`src/rtl/iob_intr_pkt_arbiter.sv`:
```
// Round-robin arbiter that turns IOB interrupt requests into 2-flit NoC packets (header, payload).
// Optional starvation monitor enabled by defining IOB_ARB_STARVE_CHK_EN.
module iob_intr_pkt_arbiter #(
   parameter int NUM_REQ = 4,
   parameter int X_TILES = 2,
   parameter int NUM_TILES = 4,
   parameter logic [3:0] NOC_FBITS_L1 = 4'b0010,
   parameter logic [7:0] MSG_TYPE_INTERRUPT = 8'd33,
   localparam int NOC_DATA_WIDTH = 64
) (
   input  logic                        clk,
   input  logic                        rst_n,
   input  logic [NUM_REQ-1:0]          req_val,
   output logic [NUM_REQ-1:0]          req_rdy,
   input  logic [32*NUM_REQ-1:0]       req_tileid,
   input  logic [64*NUM_REQ-1:0]       req_payload,
   output logic                        noc_out_val,
   input  logic                        noc_out_rdy,
   output logic [NOC_DATA_WIDTH-1:0]   noc_out_data,
   output logic                        busy,
   output logic                        err_bad_tile
);

   localparam int PTR_W = $clog2(NUM_REQ);
   localparam int NOC_X_WIDTH = 8;
   localparam int NOC_Y_WIDTH = 8;
   localparam logic [63:0] PAY_CLEAR_MASK = 64'h0000_0000_0000_FE00;

   typedef enum logic [1:0] {IDLE, HDR, BODY} state_t;

   state_t            state_q, state_d;
   logic [PTR_W-1:0]  rr_ptr_q, rr_ptr_d;
   logic [63:0]       hdr_q, pay_q;

   logic              win_found;
   logic [PTR_W-1:0]  win_idx;
   int                idx;
   logic [31:0]       sel_tile;
   logic [63:0]       sel_payload;
   logic              tile_ok;
   logic              can_grant;

   function automatic logic [63:0] make_header(input logic [31:0] tile);
      logic [63:0] h;
      h = '0;
      h[49:42] = NOC_X_WIDTH'(tile % 32'(X_TILES));
      h[41:34] = NOC_Y_WIDTH'(tile / 32'(X_TILES));
      h[33:30] = NOC_FBITS_L1;
      h[29:22] = 8'd1;
      h[21:14] = MSG_TYPE_INTERRUPT;
      return h;
   endfunction

   // Cyclic search for the first asserted request at or after rr_ptr.
   always_comb begin
      win_found = 1'b0;
      win_idx   = '0;
      idx       = 0;
      for (int k = 0; k < NUM_REQ; k++) begin
         idx = int'(rr_ptr_q) + k;
         if (idx >= NUM_REQ) idx = idx - NUM_REQ;
         if (!win_found && req_val[idx]) begin
            win_found = 1'b1;
            win_idx   = PTR_W'(idx);
         end
      end
   end

   assign sel_tile    = req_tileid[32*int'(win_idx) +: 32];
   assign sel_payload = req_payload[64*int'(win_idx) +: 64];
   assign tile_ok     = (sel_tile < 32'(NUM_TILES));

   // A new packet can start from IDLE, or from BODY as its last flit leaves.
   assign can_grant = rst_n && win_found &&
                      ((state_q == IDLE) || ((state_q == BODY) && noc_out_rdy));

   always_comb begin
      state_d      = state_q;
      rr_ptr_d     = rr_ptr_q;
      req_rdy      = '0;
      err_bad_tile = 1'b0;
      noc_out_val  = 1'b0;
      noc_out_data = '0;
      busy         = (state_q != IDLE);

      if (can_grant) begin
         req_rdy      = NUM_REQ'(1) << win_idx;
         err_bad_tile = !tile_ok;
         rr_ptr_d     = (win_idx == PTR_W'(NUM_REQ-1)) ? '0 : win_idx + 1'b1;
      end

      case (state_q)
         IDLE: begin
            if (can_grant && tile_ok) state_d = HDR;
         end
         HDR: begin
            noc_out_val  = 1'b1;
            noc_out_data = hdr_q;
            if (noc_out_rdy) state_d = BODY;
         end
         BODY: begin
            noc_out_val  = 1'b1;
            noc_out_data = pay_q;
            if (noc_out_rdy) state_d = (can_grant && tile_ok) ? HDR : IDLE;
         end
         default: state_d = IDLE;
      endcase
   end

   always_ff @(posedge clk) begin
      if (!rst_n) begin
         state_q  <= IDLE;
         rr_ptr_q <= '0;
         hdr_q    <= '0;
         pay_q    <= '0;
      end else begin
         state_q  <= state_d;
         rr_ptr_q <= rr_ptr_d;
         if (can_grant && tile_ok) begin
            hdr_q <= make_header(sel_tile);
            pay_q <= sel_payload & ~PAY_CLEAR_MASK;
         end
      end
   end

`ifdef IOB_ARB_STARVE_CHK_EN
   logic [15:0] wait_cnt [NUM_REQ];

   // Saturating per-requester wait counters; report once on reaching the limit.
   always_ff @(posedge clk) begin
      for (int i = 0; i < NUM_REQ; i++) begin
         if (!rst_n || !req_val[i] || req_rdy[i]) begin
            wait_cnt[i] <= '0;
         end else if (wait_cnt[i] != 16'hFFFF) begin
            wait_cnt[i] <= wait_cnt[i] + 16'd1;
            if (wait_cnt[i] == 16'hFFFE) begin
               $display("%d : Simulation -> FAIL(iob_intr_pkt_arbiter starvation req %0d)", $time, i);
            end
         end
      end
   end
`endif

endmodule

```
`config.mk`:
```
export PLATFORM = sky130hd
export DESIGN_NAME = iob_intr_pkt_arbiter
export DESIGN_NICKNAME = d
export VERILOG_FILES = /design/src/rtl/iob_intr_pkt_arbiter.sv
export SDC_FILE = /design/constraint.sdc
export NUM_CORES = 1
export LEC_CHECK = 0
export BUFFER_PORTS_ARGS = -buffer_cell sky130_fd_sc_hd__buf_2
export CAP_MARGIN = 0
export CELL_PAD_IN_SITES_DETAIL_PLACEMENT = 1
export CELL_PAD_IN_SITES_GLOBAL_PLACEMENT = 1
export CORE_AREA = 3 3 180 182
export DETAILED_ROUTE_END_ITERATION = 12
export DIE_AREA = 0 0 183 185
export PLACE_DENSITY_LB_ADDON = 0.1
export SLEW_MARGIN = 0
export SYNTH_ARGS = -nofsm -noshare
export SYNTH_HDL_FRONTEND = slang
export SYNTH_SLANG_ARGS = --single-unit
```
`constraint.sdc`:
```
create_clock -name clk -period 2.8 [get_ports clk]
set_clock_uncertainty 0.1 [all_clocks]
set_input_delay 0.42 -clock clk [delete_from_list [all_inputs] [get_ports clk]]
set_output_delay 0.42 -clock clk [all_outputs]
set_load 0.02 [all_outputs]
```
==> results of run 1 <==
cells by family after synthesis:
group | Yosys count | share of synthesized area (%)
flip-flops | 71 | 24.40
AND/OR/NAND/NOR | 256 | 25.71
other | 1 | 0.06437
buffers and inverters | 95 | 8.741
AO/OA/AOI/OAI | 204 | 29.06
multiplexers | 60 | 10.31
adder cells (fa/ha/maj) | 8 | 1.718
worst paths after layout:
| check | endpoint | from | slack [ps] |
|---|---|---|---|
| hold reg to reg | pay_q[52] | pay_q[52] | 360 |
| setup reg to reg | pay_q[22] | rr_ptr_q[1] | 260 |
| setup / recovery | req_rdy[3] | rr_ptr_q[1] | 120 |
| hold / removal | state_q[1] | noc_out_rdy | 300 |
synth_stat cells, drive strengths merged, types with 2 or more instances:
| cell type | number | area (µm²) |
|---|---|---|
| dfxtp | 71 | 1421 |
| and3 | 66 | 412.9 |
| nand3 | 64 | 320.3 |
| a211oi | 61 | 467.9 |
| a221o | 60 | 600.6 |
| mux2i | 60 | 600.6 |
| a21boi | 59 | 442.9 |
| and2 | 50 | 312.8 |
| buf | 47 | 329.1 |
| clkbuf | 41 | 153.9 |
| nor4 | 29 | 181.4 |
| nor2b | 11 | 68.82 |
| nor2 | 10 | 37.54 |
| a22oi | 9 | 67.56 |
| nand2 | 9 | 33.78 |
| ha | 8 | 100.1 |
| nand4 | 8 | 50.05 |
| inv | 7 | 26.27 |
| nor3 | 4 | 31.28 |
| a21oi | 2 | 10.01 |
| and4bb | 2 | 25.02 |
| o21ai | 2 | 10.01 |
| o21bai | 2 | 18.77 |
| o22ai | 2 | 12.51 |
cells in the final DEF (no fill, tap or decap), drive strengths merged, types with 2 or more instances in the layout:
cell type and n:
a21boi 59, a221o 60, nor2 10, bufinv 3
nand2 9, and2 50, a22oi 9, and4bb 2
and3 66, clkinv 2, ha 8, diode 2
o21ai 2, a211oi 61, o22ai 2, nor3 4
nor2b 11, conb 6, dfxtp 71, nand4 8
o21bai 2, mux2i 60, nor4 29, inv 8
clkbuf 10, buf 471, nand3 64, a21oi 2
cell type report:
| type | instances | area share, % |
|---|---|---|
| Tap cell | 396 | 5.569 |
| Multi-Input combinational cell | 534 | 44.45 |
| Timing Repair Buffer | 472 | 29.64 |
| Antenna cell | 2 | 0.05625 |
| Clock buffer | 9 | 2.531 |
| Clock inverter | 7 | 1.350 |
| Inverter | 7 | 0.3797 |
| Sequential cell | 71 | 16.02 |
sequential cells by signal (all words and copies together), names as in the netlist:
name / count
hdr_q: 10
pay_q: 57
state_q: 2
rr_ptr_q: 2
metrics by stage:
| step | cell area (µm²) | TNS [ps] | hold WS, ps | util [%] | power (mW) |
|---|---|---|---|---|---|
| finish | 8897 | 0 | 296.9 | 28.93 | 3.938 |
| global route | 8895 | -5.446 | 299.6 | 28.93 | 4.202 |
| global placement | 8468 | 0 | 345.4 | 27.54 | 2.543 |
| CTS | 8815 | -18.78 | 276.3 | 28.67 | 3.964 |
| floorplan | 5844 | 0 | 337.9 | - | 1.906 |
| detailed placement | 8468 | 0 | 350.8 | 27.54 | 2.546 |
power groups by stage:
| stage | registers [mW] | clock network [mW] | logic (mW) |
|---|---|---|---|
| final | 1.03 | 1.37 | 1.54 |
| after CTS | 1.03 | 1.44 | 1.50 |
| after global placement | 1.05 | 0 | 1.49 |
| after floorplan | 1.05 | 0 | 0.859 |
| after detailed placement | 1.05 | 0 | 1.49 |
| after global routing | 1.03 | 1.47 | 1.70 |
per-layer routing:
layer	vias up	GRT usage (%)	part of all wire [%]	wire length, µm
met4	0	4.144	1.3	391
met1	3352	18.79	41	12070
met2	247	29.81	52	15200
met5	-	0	0	0
met3	19	3.555	6.1	1801
li1	3481	-	-	-
critical path, cell delays in order (launching register included):
cell and delay [ps]:
dfxtp_4 370, nand2_1 70, a221o_2 410, buf_4 180, and2_4 170, buf_16 140, ha_1 170, and2_1 140
buf_2 160
repair_timing:
item,4_1_cts,5_1_grt
setup buffers,0,4
pin swaps,0,1
gates cloned,0,1
setup endpoints to repair,4,4
resized for setup,1,6
==> flow_summary.toml, run 1 <==
[placed_design]
port_buffers = 427
pre_cts_ws_ps = 51.29
place_hpwl_um = 22480
dp.cells = 1475
place.gp.congestion = 0.7639

[sta]
rsz0062_at_grt = "true"
drv_slew = 0
setup-violations-final = 0
timing.final.hold_violations = 0
slew_headroom_pct = 50.99
fmax_mhz = 373.1
finalCriticalPeriod_ps = 2680
setup_ws_ps = 119.7
fin_crit_sh_pct = 95.72
worst_pin_slew_ps = 735.2

[job]
maxCapViolations = 0

[detailed_routing]
drt_iter0_markers = 255
vias = 7099
drc_errors = 0
post_drt_wl_per_cell_um = 19.67
wl_um = 29470
drtPass1Iterations = 4
viasPerCell = 4.739
ant_nets = 0

[synthesis]
yosysUniqueCellTypes = 43
syn_area_um2 = 5826
yosys_warnings = 0
syn_avg_cell_area_um2 = 8.382
synthArstFlopShare_pct = 0
ys_seq_area_share_pct = 24.40
synth_cells = 695
synth_ff_type = "dfxtp_1"
synth-edff-count = 0
synth-seq-cells = 71

[critical_path]
crit_type = "register to output pin"
critPathLaunchType = "register"
cp_max_fo = 8
endpoint_kind = "output pin"
arrival_ps = 2160
reg2reg_depth = 10
crit_required_ps = 2280

[global_routing]
first_global_vias = 7423
gr-total-overflow = 0
grt_pass1_wl_um = 42540
grt_util_all_layers_pct = 16.10
grt_max_degree = 74
antenna_found_initial = 2

[cts]
ctsHoldBuffers = 0
cts_buffers = 9
cts_tree = "done"
cts_sinks = 71
clk_latency_ps = 340
clk_pin_slew_ps = 60
h-tree-depth = 3
clk_path_buf_depth = 2
cts_root_buffer = "clkbuf_16"

[power_and_ir_drop]
p_int_mw = 2.593
ir_drop_v = 0.0002573
clock_power_share_pct = 34.7
p_sw_mw = 1.345
netSwitchingFraction_pct = 34.16
leakagePower_nw = 4.242
pwr-share-comb_pct = 39.1
power_density_nw_per_um2 = 442.6
power_frac_seq_pct = 26.2

[outcome]
status = "finished clean"

[floorplan]
ios = 462
fp-row-count = 64
coreArea_um2 = 30750
dieArea_um2 = 33860
start_util_pct = 18.95
die_y_um = 185
dieWidth_um = 183

[hold_path]
hold_depth = 3
hold_path.class = "input port to register"

[final_layout]
final_cell_count_no_fill = 1498
fin_nets = 1494
fillCellCount = 3777
seqCellArea_um2 = 1425
multi_input_area_um2 = 3955
drive_above_1_share_pct = 45.73
area.growth.synth_to_final_pct = 52.73
(Power assumes the default switching activity.)
==> inputs of run 2 (changes only) <==
CORE_AREA = 5 5 177 179   (was 3 3 180 182)
DIE_AREA = 0 0 182 184   (was 0 0 183 185)
==> flow_summary.toml, run 2 (synthesis results as in run 1) <==
[floorplan]
coreArea_um2 = 29400
fp-row-count = 63
dieArea_um2 = 33490
ios = 462
die_y_um = 184
start_util_pct = 19.81
dieWidth_um = 182

[sta]
fin_setup_tns_ps = 0
finalCriticalPeriod_ps = 2655
fmax_mhz = 376.6
drv_slew = 0
fin_crit_sh_pct = 94.84
slew_headroom_pct = 51.23
rsz0062_at_grt = "false"
setup-violations-final = 0
worst_pin_slew_ps = 731.5
timing.final.hold_violations = 0

[power_and_ir_drop]
ir_drop_v = 0.0002787
power_density_nw_per_um2 = 429.5
leakagePower_nw = 4.151
total_power_mw = 3.744

[final_layout]
fin_nets = 1480
layout.cells.most_common = "buf_2"
reg_top3 = "pay_q (57), hdr_q (10)"
final_cell_mix = "buf_2, dfxtp_1, and3_1, nand3_1, mux2i_1"
largest_reg_flops = 57
drive_above_1_share_pct = 44.94
top_register = "pay_q"
area.growth.synth_to_final_pct = 49.63

[placed_design]
place_hpwl_um = 22360
port_buffers = 427
place.gp.congestion = 0.7455

[global_routing]
grt_max_degree = 74
first_global_vias = 7554
grt_util_all_layers_pct = 16.38
gr-total-overflow = 0
grt_pass1_wl_um = 43590
antenna_found_initial = 4

[critical_path]
cp_cell_sequence = "nand2_1 -> a221o_2 -> a211oi_4 -> buf_4 -> nor3_1 -> o21a_1 -> buf_2"
worst_path_max_delay_cell = "a221o_2"
critPathMaxStageDelay_ps = 440
crit_required_ps = 2280
endpoint_kind = "output pin"
arrival_ps = 2140
cp_max_fo = 7
crit_type = "register to output pin"
critPathLaunchType = "register"

[detailed_routing]
drtPass1Iterations = 4
post_drt_wl_per_cell_um = 19.75
wl_um = 29230
vias = 7094
drc_errors = 0
drt_iter0_markers = 267
ant_nets = 0
viasPerCell = 4.793

[job]
maxCapViolations = 0

[hold_path]
hold_path.class = "input port to register"

[cts]
clk_latency_ps = 340
h-tree-depth = 3
clk_path_buf_depth = 2
cts_root_buffer = "clkbuf_16"
cts_tree = "done"
clk_pin_slew_ps = 60
cts_buffers = 9
cts_sinks = 71
ctsHoldBuffers = 0

[outcome]
status = "finished clean"
[run 2: critical path, delay by kind of cell, from the launching register on]
| kind | cells | cell delay [ps] |
|---|---|---|
| flops | 1 | 410 |
| compound gates | 3 | 930 |
| simple gates | 2 | 140 |
| buf+inv | 2 | 310 |
[run 2: where the power goes]
group          internal [mW]  switching (mW)
registers               1.02         0.00978
logic                  0.617           0.800
clock network          0.810           0.490
[run 2: final timing paths]
path	start	to	slack, ps	cells after the start
worst max-delay path	rr_ptr_q[1]	err_bad_tile	140	7
worst min-delay path	noc_out_rdy	state_q[1]	300	3
worst max register to register	rr_ptr_q[1]	pay_q[57]	280	9
worst min register to register	pay_q[48]	pay_q[48]	360	2
[run 2: what timing repair did]
item | 4_1_cts | 5_1_grt
hold endpoints to repair | 0 | 0
resized for setup | 1 | 0
setup buffers | 0 | 4
pin swaps | 0 | 2
endpoints found under the setup margin | 1 | 3
[run 2: final cells by class]
cell class                 count  area (µm²)
tap                          390       488.0
fill                        3644       20680
inverter                       7       28.78
clock buffer                  10       239.0
clock inverter                 6       92.59
antenna                        4       10.01
sequential                    71        1421
multi-input combinational    534        3955
timing repair buffer         458        2482
[run 2: per-stage QoR]
step	hold slack (ps)	utilization [%]	setup WS, ps	std cells	area, µm²
5_1_grt	290.1	29.65	6.998	1480	8717
3_3_place_gp	345.8	28.36	32.50	1456	8338
6_report	296.6	29.65	144.6	1480	8717
2_1_floorplan	337.9	-	413.7	700	5844
4_1_cts	276.9	29.51	45.66	1472	8677
3_5_place_dp	350.4	28.36	71.68	1456	8338
[run 2: layer usage]
layer,vias up,global-route usage [%],routed length (µm)
li1,3455,-,-
met1,3359,19.42,11970
met2,256,29.67,14950
met3,24,3.839,1858
met4,0,4.413,445
met5,-,0,0
==> inputs of run 3 (changes only) <==
clock period = 2.45 ns   (was 2.8 ns; I/O delays follow)
==> flow_summary.toml, run 3 (synthesis results as in run 1) <==
[floorplan]
dieArea_um2 = 33490
start_util_pct = 19.81
fp-row-count = 63
coreArea_um2 = 29400
die_y_um = 184
dieWidth_um = 182
ios = 462

[detailed_routing]
wl_um = 29970
vias = 7190
post_drt_wl_per_cell_um = 19.97
viasPerCell = 4.790
drc_errors = 0
drtPass1Iterations = 4
ant_nets = 0
drt_iter0_markers = 191

[sta]
fmax_mhz = 403.6
setup-violations-final = 3
finalCriticalPeriod_ps = 2477
slew_headroom_pct = 51.11
timing.final.hold_violations = 0
fin_crit_sh_pct = 101.1
drv_slew = 0
rsz0062_at_grt = "true"
fin_setup_tns_ps = -52.38
setup_ws_ps = -27.48
worst_pin_slew_ps = 733.3
timing.hold.ws_ps = 236.7

[global_routing]
gr-usage-met3_pct = 3.720
grt_max_degree = 74
first_global_vias = 7549
antenna_found_initial = 0
top_usage_layer = "met2"
gr-total-overflow = 0
met1_usage_pct = 19.14
grt_pass1_wl_um = 43370
grt_util_all_layers_pct = 16.13
use_met2_pct = 29.74

[power_and_ir_drop]
total_power_mw = 4.384
power_density_nw_per_um2 = 482.6
leakagePower_nw = 4.332
ir_drop_v = 0.0003025

[critical_path]
arrival_ps = 2010
critPathLaunchType = "register"
cp_cell_sequence = "nand2_2 -> a221o_2 -> and4bb_2 -> buf_4 -> nor3_2 -> o21a_1 -> buf_6"
crit_required_ps = 1980
crit_type = "register to output pin"
critPathMaxStageDelay_ps = 440
worst_path_max_delay_cell = "a221o_2"
endpoint_kind = "output pin"
cp_max_fo = 7

[placed_design]
place_hpwl_um = 22320
place.gp.congestion = 0.7553
place_area_um2 = 8463
port_buffers = 427

[final_layout]
final_cell_mix = "buf_2, dfxtp_1, and3_1, nand3_1"
seqCellArea_um2 = 1428
multi_input_area_um2 = 4000
num_antenna_cells = 0
layout.cells.most_common = "buf_2"
top_register = "pay_q"
fillCellCount = 3602
area.growth.synth_to_final_pct = 55.95
fin_nets = 1505
final_util_pct = 30.90
largest_reg_flops = 57
stdcell_area_um2 = 9085
reg_top3 = "pay_q (57), hdr_q (10)"
drive_above_1_share_pct = 47.43

[outcome]
status = "complete, but fails checks"
violations = "setup timing"

[cts]
clk_path_buf_depth = 2
cts_root_buffer = "clkbuf_16"
ctsHoldBuffers = 0
cts_buffers = 9
clk_pin_slew_ps = 60
h-tree-depth = 3
cts_tree = "done"
clk_latency_ps = 340
cts_sinks = 71

[job]
maxCapViolations = 0

[hold_path]
hold_path.class = "input port to register"
[run 3: changes by cell type in the layout (fill, tap and decap cells not counted), sizes merged]
cell | previous run | this run
clkbuf | 10 | 14
buf | 458 | 479
diode | 4 | 0
[run 3: repair_timing]
action / CTS / global route
pin swaps: 4 / 10
gates cloned: 0 / 4
setup buffers: 5 / 5
setup endpoints to repair: 14 / 30
gates resized for setup: 18 / 17
[run 3: worst max-delay path, delay by kind of cell, from the launching register on]
kind,cells,cell delay (ps)
DFF,1,350
AOI/OAI and AO/OA,2,600
and+or+nand+nor,3,450
buffers and inverters,2,260
[run 3: cell type report]
class                      count  share of cell area [%]
timing repair buffer         483                   30.86
multi-input combinational    534                   44.03
inverter                       7                  0.3718
tap                          390                   5.371
sequential                    71                   15.71
clock inverter                 6                   1.019
clock buffer                  10                   2.630
[run 3: path summary, 6_finish.rpt]
path / startpoint / end / slack (ps) / depth (start not counted)
worst max-delay path: rr_ptr_q[1] / err_bad_tile / -30 / 7
worst min register to register: pay_q[26] / pay_q[26] / 360 / 2
worst min-delay path: noc_out_rdy / state_q[1] / 240 / 3
worst max register to register: state_q[0] / pay_q[60] / -10 / 11
[run 3: layer usage]
| layer | vias to the layer above | part of all wire (%) |
|---|---|---|
| met3 | 15 | 6.1 |
| met4 | 0 | 0.96 |
| met2 | 251 | 52 |
| met1 | 3424 | 41 |
| li1 | 3500 | - |
| met5 | - | 0 |
[run 3: stage by stage]
stage,std cells,worst slack [ps]
2_1_floorplan,700,120.0
3_3_place_gp,1471,-196.0
3_5_place_dp,1471,-159.6
4_1_cts,1492,-70.26
5_1_grt,1501,-124.1
6_report,1501,-27.48
[run 3: power by group]
part | leakage [nW] | switching [mW] | total, mW | internal [mW]
logic | 3.60 | 0.942 | 1.73 | 0.787
registers | 0.573 | 0.00687 | 1.17 | 1.17
clock network | 0.155 | 0.556 | 1.48 | 0.925
